$ cat src/rtl/pwm_timer.sv
// ---------------------------------------------------------------------------
// pwm_timer -- memory-mapped PWM timer for a picosoc iomem bus.
//
// Ports:
//   clk          system clock, all state on its rising edge
//   resetn       synchronous active-low reset
//   iomem_valid  bus request
//   iomem_ready  one-cycle acknowledge of an accepted access
//   iomem_wstrb  byte write strobes (4'b0000 = read)
//   iomem_addr   byte address; decoded when [31:8] == BASE_ADDR[31:8]
//   iomem_wdata  write data
//   iomem_rdata  read data, loaded when iomem_ready rises
//   pwm_out      PWM waveform
//   irq          level interrupt (STATUS.WRAP && CTRL.IRQ_EN)
//
// Register map (offset): 0x00 CTRL {INVERT,ONESHOT,IRQ_EN,EN}, 0x04 PERIOD,
// 0x08 DUTY, 0x0C COUNT, 0x10 STATUS {WRAP}. Other offsets read 0.
//
// Build option: define PWM_TIMER_SHADOW_EN to buffer PERIOD/DUTY writes in
// shadow registers that are copied to the active registers on the next wrap
// (or immediately while EN=0). Default build: writes apply directly.
// ---------------------------------------------------------------------------
module pwm_timer #(
  parameter logic [31:0] BASE_ADDR = 32'h0300_0300
) (
  input  logic        clk,
  input  logic        resetn,
  input  logic        iomem_valid,
  output logic        iomem_ready,
  input  logic [3:0]  iomem_wstrb,
  input  logic [31:0] iomem_addr,
  input  logic [31:0] iomem_wdata,
  output logic [31:0] iomem_rdata,
  output logic        pwm_out,
  output logic        irq
);

  localparam logic [7:0] OFF_CTRL   = 8'h00;
  localparam logic [7:0] OFF_PERIOD = 8'h04;
  localparam logic [7:0] OFF_DUTY   = 8'h08;
  localparam logic [7:0] OFF_COUNT  = 8'h0C;
  localparam logic [7:0] OFF_STATUS = 8'h10;

  // Replace only the byte lanes whose strobe is set.
  function automatic logic [31:0] merge_bytes(input logic [31:0] old_v,
                                              input logic [31:0] new_v,
                                              input logic [3:0]  strb);
    logic [31:0] res;
    for (int b = 0; b < 4; b++) begin
      res[8*b +: 8] = strb[b] ? new_v[8*b +: 8] : old_v[8*b +: 8];
    end
    return res;
  endfunction

  logic [3:0]  ctrl_q,   ctrl_d;
  logic [31:0] period_q, period_d;
  logic [31:0] duty_q,   duty_d;
  logic [31:0] count_q,  count_d;
  logic        status_q, status_d;
  logic        ready_q,  ready_d;
  logic [31:0] rdata_q,  rdata_d;
`ifdef PWM_TIMER_SHADOW_EN
  logic [31:0] period_sh_q, period_sh_d;
  logic [31:0] duty_sh_q,   duty_sh_d;
`endif

  logic       accept_s;
  logic       wr_s;
  logic [7:0] off_s;
  logic       run_s;
  logic       wrap_s;
  logic       wr_count_s;

  assign off_s      = iomem_addr[7:0];
  // ready_q blocks re-acceptance of the request still held during the ack cycle.
  assign accept_s   = iomem_valid && !ready_q && (iomem_addr[31:8] == BASE_ADDR[31:8]);
  assign wr_s       = accept_s && (iomem_wstrb != 4'b0000);
  assign wr_count_s = wr_s && (off_s == OFF_COUNT);
  assign run_s      = ctrl_q[0] && (period_q != 32'd0);
  // A COUNT write overrides the wrap entirely (no WRAP flag, no one-shot stop).
  assign wrap_s     = run_s && (count_q >= period_q) && !wr_count_s;

  // Next-state logic for bus interface, counter and configuration registers.
  always_comb begin
    ready_d  = accept_s;
    rdata_d  = rdata_q;
    ctrl_d   = ctrl_q;
    period_d = period_q;
    duty_d   = duty_q;
    count_d  = count_q;
    status_d = status_q;
`ifdef PWM_TIMER_SHADOW_EN
    period_sh_d = period_sh_q;
    duty_sh_d   = duty_sh_q;
`endif

    // Read data reflects register contents before this access's write.
    if (accept_s) begin
      case (off_s)
        OFF_CTRL:   rdata_d = {28'd0, ctrl_q};
`ifdef PWM_TIMER_SHADOW_EN
        OFF_PERIOD: rdata_d = period_sh_q;
        OFF_DUTY:   rdata_d = duty_sh_q;
`else
        OFF_PERIOD: rdata_d = period_q;
        OFF_DUTY:   rdata_d = duty_q;
`endif
        OFF_COUNT:  rdata_d = count_q;
        OFF_STATUS: rdata_d = {31'd0, status_q};
        default:    rdata_d = 32'd0;
      endcase
    end else begin
      rdata_d = rdata_q;
    end

    // Software write to CTRL takes precedence over a one-shot stop.
    if (wr_s && (off_s == OFF_CTRL)) begin
      ctrl_d = iomem_wstrb[0] ? iomem_wdata[3:0] : ctrl_q;
    end else if (wrap_s && ctrl_q[2]) begin
      ctrl_d = {ctrl_q[3:1], 1'b0};
    end else begin
      ctrl_d = ctrl_q;
    end

    if (wr_count_s) begin
      count_d = merge_bytes(count_q, iomem_wdata, iomem_wstrb);
    end else if (wrap_s) begin
      count_d = 32'd0;
    end else if (run_s) begin
      count_d = count_q + 32'd1;
    end else begin
      count_d = count_q;
    end

    // Set wins over a coincident write-1-to-clear.
    if (wrap_s) begin
      status_d = 1'b1;
    end else if (wr_s && (off_s == OFF_STATUS) && iomem_wstrb[0] && iomem_wdata[0]) begin
      status_d = 1'b0;
    end else begin
      status_d = status_q;
    end

`ifdef PWM_TIMER_SHADOW_EN
    if (wr_s && (off_s == OFF_PERIOD)) begin
      period_sh_d = merge_bytes(period_sh_q, iomem_wdata, iomem_wstrb);
    end else begin
      period_sh_d = period_sh_q;
    end
    if (wr_s && (off_s == OFF_DUTY)) begin
      duty_sh_d = merge_bytes(duty_sh_q, iomem_wdata, iomem_wstrb);
    end else begin
      duty_sh_d = duty_sh_q;
    end
    // Shadow contents go live at a period boundary, or at once while stopped.
    if (wrap_s || !ctrl_q[0]) begin
      period_d = period_sh_d;
      duty_d   = duty_sh_d;
    end else begin
      period_d = period_q;
      duty_d   = duty_q;
    end
`else
    if (wr_s && (off_s == OFF_PERIOD)) begin
      period_d = merge_bytes(period_q, iomem_wdata, iomem_wstrb);
    end else begin
      period_d = period_q;
    end
    if (wr_s && (off_s == OFF_DUTY)) begin
      duty_d = merge_bytes(duty_q, iomem_wdata, iomem_wstrb);
    end else begin
      duty_d = duty_q;
    end
`endif
  end

  // State registers with synchronous active-low reset.
  always_ff @(posedge clk) begin
    if (!resetn) begin
      ctrl_q      <= 4'd0;
      period_q    <= 32'd0;
      duty_q      <= 32'd0;
      count_q     <= 32'd0;
      status_q    <= 1'b0;
      ready_q     <= 1'b0;
      rdata_q     <= 32'd0;
`ifdef PWM_TIMER_SHADOW_EN
      period_sh_q <= 32'd0;
      duty_sh_q   <= 32'd0;
`endif
    end else begin
      ctrl_q      <= ctrl_d;
      period_q    <= period_d;
      duty_q      <= duty_d;
      count_q     <= count_d;
      status_q    <= status_d;
      ready_q     <= ready_d;
      rdata_q     <= rdata_d;
`ifdef PWM_TIMER_SHADOW_EN
      period_sh_q <= period_sh_d;
      duty_sh_q   <= duty_sh_d;
`endif
    end
  end

  assign iomem_ready = ready_q;
  assign iomem_rdata = rdata_q;
  // DUTY above PERIOD means the compare never fails within a period: full on.
  assign pwm_out = (ctrl_q[0] && ((duty_q > period_q) || (count_q < duty_q))) ^ ctrl_q[3];
  assign irq     = status_q && ctrl_q[1];

endmodule

$ cat config.mk
export PLATFORM = sky130hd
export DESIGN_NAME = pwm_timer
export DESIGN_NICKNAME = d
export VERILOG_FILES = /design/src/rtl/pwm_timer.sv
export SDC_FILE = /design/constraint.sdc
export NUM_CORES = 1
export LEC_CHECK = 0
export ABC_AREA = 1
export BUFFER_PORTS_ARGS = -buffer_cell sky130_fd_sc_hd__buf_2
export CORE_ASPECT_RATIO = 1.25
export CORE_MARGIN = 1
export CORE_UTILIZATION = 55
export DETAILED_ROUTE_END_ITERATION = 12
export GPL_ROUTABILITY_DRIVEN = 0
export PLACE_DENSITY_LB_ADDON = 0.3
export SLEW_MARGIN = 20
export SYNTH_ARGS = -nofsm -noshare
export SYNTH_HDL_FRONTEND = slang
export SYNTH_SLANG_ARGS = --single-unit
$ cat constraint.sdc
create_clock -name clk -period 2.1 [get_ports clk]
set_input_delay 0.42 -clock clk [delete_from_list [all_inputs] [get_ports clk]]
set_output_delay 0.42 -clock clk [all_outputs]
set_load 0.005 [all_outputs]
; ---- After elaboration in Yosys (flattened, before gate mapping)
; Index checks and enable logic that the tools add are counted.
[totals]
reg_bits = 134
in_bits = 71
out_inout_bits = 35
elab_cells = 84
[classes]
add_sub_neg = 1
n_lt_le_gt_ge = 3
n_eq_ne = 10
muxes = 13
n_bitwise = 1
n_reduce_logical = 39
[op_table]
columns = cell, n
row1 = 32-bit case mux with 5 select lines, 1
row2 = 32-bit two-way mux, 3
row3 = 32-bit by 1-bit adder with 32-bit output (second input constant), 1
row4 = 32-bit greater-or-equal comparator, 1
row5 = 32-bit greater-than comparator, 1
row6 = 32-bit less-than comparator, 1
row7 = 8-bit two-way mux, 4
row8 = 32-bit nonzero test, 1
row9 = 2-bit AND reduction, 14
row10 = 24-bit by 18-bit equality test with 1-bit output (second input constant), 1
row11 = 8-bit by 4-bit equality test with 1-bit output (second input constant), 2
row12 = 1-bit logical AND, 16
row13 = 2-bit inequality test (second input constant), 5
row14 = 8-bit by 3-bit equality test with 1-bit output (second input constant), 1
row15 = 8-bit by 5-bit equality test with 1-bit output (second input constant), 1
row16 = 8-bit zero test, 1
row17 = 4-bit two-way mux, 2
row18 = 2-bit nonzero test, 2
row19 = 4-bit nonzero test, 1
row20 = 1-bit two-way mux, 3
row21 = 3-bit nonzero test, 1
row22 = 1-bit zero test, 2
row23 = 1-bit logical OR, 1
row24 = 1-bit bitwise XOR, 1

; ---- Logic depth before layout (Yosys ltp)
[logic_depth]
ltp_word = 10
mapped_depth = 18
depth_no_buf = 18

; ---- Worst setup path after synthesis
; Ideal clock, no wire load.
[synth_path]
path_type = register to output
startpoint = reg period_q[31]
endpoint = out pwm_out
t_arrival_ps = 1519
required_time_ps = 1680
setup_slack_ps = 161
stages_incl_launch_ff = 13
n_path_buf = 0
path_cell_list = dfxtp_1 inv_1 ha_1 nand2_1 nor2_1 nand2_1 nor4_1 nand4_1 nand2_1 nand2_1 nand2_1 nand2_1 nand2_1
[synth_via]
elab_chain_len = 4
[synth_lines]
columns = item, line
row1 = from (decl), 56  ; logic [31:0] period_q, period_d;
row2 = from (signal assigned), 193  ; period_q <= period_d;
row3 = 32-bit greater-than comparator, 209  ; assign pwm_out = (ctrl_q[0] && ((duty_q > period_q) || (count_q < duty_q))) ^ ctrl_q[3];
row4 = 1-bit logical OR, 209
row5 = 1-bit logical AND, 209
row6 = 1-bit bitwise XOR, 209
row7 = to (decl), 34  ; output logic pwm_out,
; Every way passes these cells.

; ---- Worst setup path after layout
[layout_path]
startpoint = reg period_q[23]
endpoint = out pwm_out
; The elaborated chain is that of the path after synthesis.

==> metrics.yaml <==
run_status: "finished, violations left"
violations: "setup timing"
final_area_mm2: 0.01288
grt_max_degree: 56
synth.distinct_cells: 36
ant_nets: 0
worstSetupPathType: "flip-flop to primary output"
hold_viol_final: 0
r2r_cells: 13
avgRoutedWirePerCell_um: 17.73
die_area_mm2: 0.01828
fin_hold_ws_ps: 288.1
reg2reg_to: "count_q[14]$_SDFFE_PN0P_"
numPortBuffers: 105
worstPathMaxFanout: 3
core-area_mm2: 0.01743
min_to: "duty_q[24]$_SDFFE_PN0P_"
totalPowerFinal_mw: 5.927
ys_ff_latch: 134
required_ps: 1680
synth_fa_ha_area_share_pct: 12.31
rsz0062_at_grt: "true"
cts_tree: "yes"
cts_htree_levels: 4
grt_pass1_vias: 10390
vias_per_cell: 5.910
synthesis.instances: 1436
power_density_mw_per_mm2: 460.0
synth_area_mm2: 0.009758
synth.avg_cell_area_um2: 6.795
worst_slack_ps: -757.5
num_vias: 11350
drive_above_1_share_pct: 29.13
irDropWorstVdd_mv: 0.5707
hold_depth: 3
dpl.hpwl_um: 23570
drt_pre_antenna_iters: 7
wl_um: 34040
synth_xor_area_share_pct: 0.4488
nFillCells: 1302
ys_seq_area_share_pct: 27.49
gr-total-overflow: 0
drv_cap: 0
skew_ps: 8.298
cpMostUsedCell: "nand2_2"
gr-usage-met2_pct: 61.34
final_util_pct: 73.91
rrSetupSlack_ps: -100
crit_path_cell_trace: "inv_1 > ha_1 > nand2_1 > nor4_2 > buf_4 > nand4_1 > nand2_2 > nand2_4 > nand2_2 > nand2_2 > nand2_2 > buf_2"
fmax_mhz: 350.0
p_leak_nw: 5.977
slew_headroom_pct: 70.30
die_w_um: 121.1
insertion_delay_ps: 450
cp.arrival_ps: 2440
worst_path_max_delay_cell: "ha_1"
drcViolationCount: 0
layout_common_cells: "nand2_1, nor2_1, inv_1"
cts_buffers: 17
setup_viol: 22
cts_root_buf: "clkbuf_16"
initial_core_util_pct: 55.98
synthMuxAreaShare_pct: 0
top_usage_layer: "met2"
cts_hold_buf: 0
gr-usage-met1_pct: 40.11
drv_slew: 0
multiInputGateArea_mm2: 0.006551
track_usage_pct: 35.44
synth_simple_gate_area_share_pct: 27.88
cts_max_path_buffers: 2
place_area_mm2: 0.01164
tightest_slew_ps: 441.4
synth_top_family_by_area: "simple AND/OR/NAND/NOR gates"
drtIter0Drc: 1191
grt_pass1_wl_um: 50400
start_kind: "flip-flop"
period_share_pct: 136.1
crit_path_max_incr_delay_ps: 320
area_growth_pct: 32.03
cts.clk_slew.worst_paths_ps: 60
yosys_warnings: 0
endpoint_kind: "primary output"
final-seq-area_mm2: 0.002698
r2r_start: "period_q[25]$_SDFFE_PN0P_"
syn-num-nets: 1603
num_io_pins: 106
clock_sinks: 134
fin_crit_ps: 2858
antenna_found_initial: 0
synth-compound-area-share_pct: 21.80
dieHeight_um: 150.9
min_from: "iomem_wdata[24]"
final_common_cell: "nand2_1"
rows: 54
gr-usage-met3_pct: 7.229
nets: 1850
diodes: 0
hp-class: "primary input to flip-flop"
how the worst max path moves through the flow:
stage	endpoint	slack (ps)	from	cells past startpoint
finish	pwm_out	-760	period_q[23]$_SDFFE_PN0P_	12
global route	pwm_out	-830	duty_q[28]$_SDFFE_PN0P_	14
CTS	pwm_out	-710	duty_q[9]$_SDFFE_PN0P_	13
detailed placement	pwm_out	-400	period_q[31]$_SDFFE_PN0P_	15
global placement	pwm_out	-350	period_q[7]$_SDFFE_PN0P_	16
floorplan	pwm_out	160	period_q[31]$_SDFFE_PN0P_	12
repair_timing:
item / in CTS / in global routing
pin swaps: 1 / 32
endpoints found under the setup margin: 3 / 34
cloned: 1 / 3
resized for setup: 14 / 104
setup buffers: 0 / 8
endpoints found under the hold margin: 0 / 0
flip-flops by register name (all words and copies together), names as in the netlist:
signal and flops:
count_q 32, duty_q 32, iomem_rdata 32, period_q 32
ctrl_q 4, iomem_ready 1, status_q 1
area by class of cell:
type	instances	share of cell area (%)
inverter	191	5.584
multi-input combinational	1062	50.85
tap	224	2.175
clock buffer	20	3.545
sequential	134	20.94
timing repair buffer	277	15.73
clock inverter	12	1.175
per-stage QoR:
stage / cells / TNS, ps / worst slack (ps)
after floorplan: 1436 / 0 / 161.1
after global placement: 1876 / -350.4 / -350.4
after detailed placement: 1876 / -410.1 / -396.6
after CTS: 1909 / -818.0 / -706.9
after global routing: 1920 / -4668 / -825.5
final: 1920 / -1395 / -757.5
critical path, delay by kind of cell (launching register included):
| family | cells | cell delay [ps] |
|---|---|---|
| AND/OR/NAND/NOR | 8 | 1040 |
| buffers and inverters | 3 | 320 |
| adder cells (fa/ha/maj) | 1 | 320 |
| flip-flops | 1 | 300 |
cells by family (layout without fill, tap and decap cells):
logic type,after synthesis,in the layout
compound gates,318,318
xor+xnor,5,5
fa+ha+maj,96,96
buf+inv,241,500
flops,134,134
simple gates,642,643
where the power goes:
part	internal, mW	leakage (nW)	switching (mW)	total (mW)
Clock	1.93	0.296	1.23	3.16
Sequential	2.54	1.08	0.00000000106	2.54
Combinational	0.0800	4.60	0.148	0.228
Total	4.55	5.98	1.38	5.93
metal layers:
| metal | vias to the layer above | wire length (um) |
|---|---|---|
| met3 | 218 | 3166 |
| met5 | - | 0 |
| li1 | 5273 | - |
| met2 | 685 | 16170 |
| met4 | 0 | 2357 |
| met1 | 5171 | 12350 |
synth_stat cells (all sizes together):
cell,instances,area (um^2)
dfxtp,134,2683
nand2,310,1211
xor2,5,43.79
nor2,236,932.1
o21bai,1,7.510
nor4,5,37.53
nand4,35,244.0
inv,191,716.9
a21o,3,22.52
o2111ai,1,8.760
o22ai,18,112.6
o21a,4,30.03
ha,96,1201
buf,20,153.9
nor3,14,70.07
clkbuf,30,112.6
nand3,40,212.7
a211oi,67,778.3
or2,2,12.51
a21oi,149,745.7
o221ai,11,96.34
o211ai,2,15.01
o21ai,62,310.3
Power figures use the tool's default switching activity.
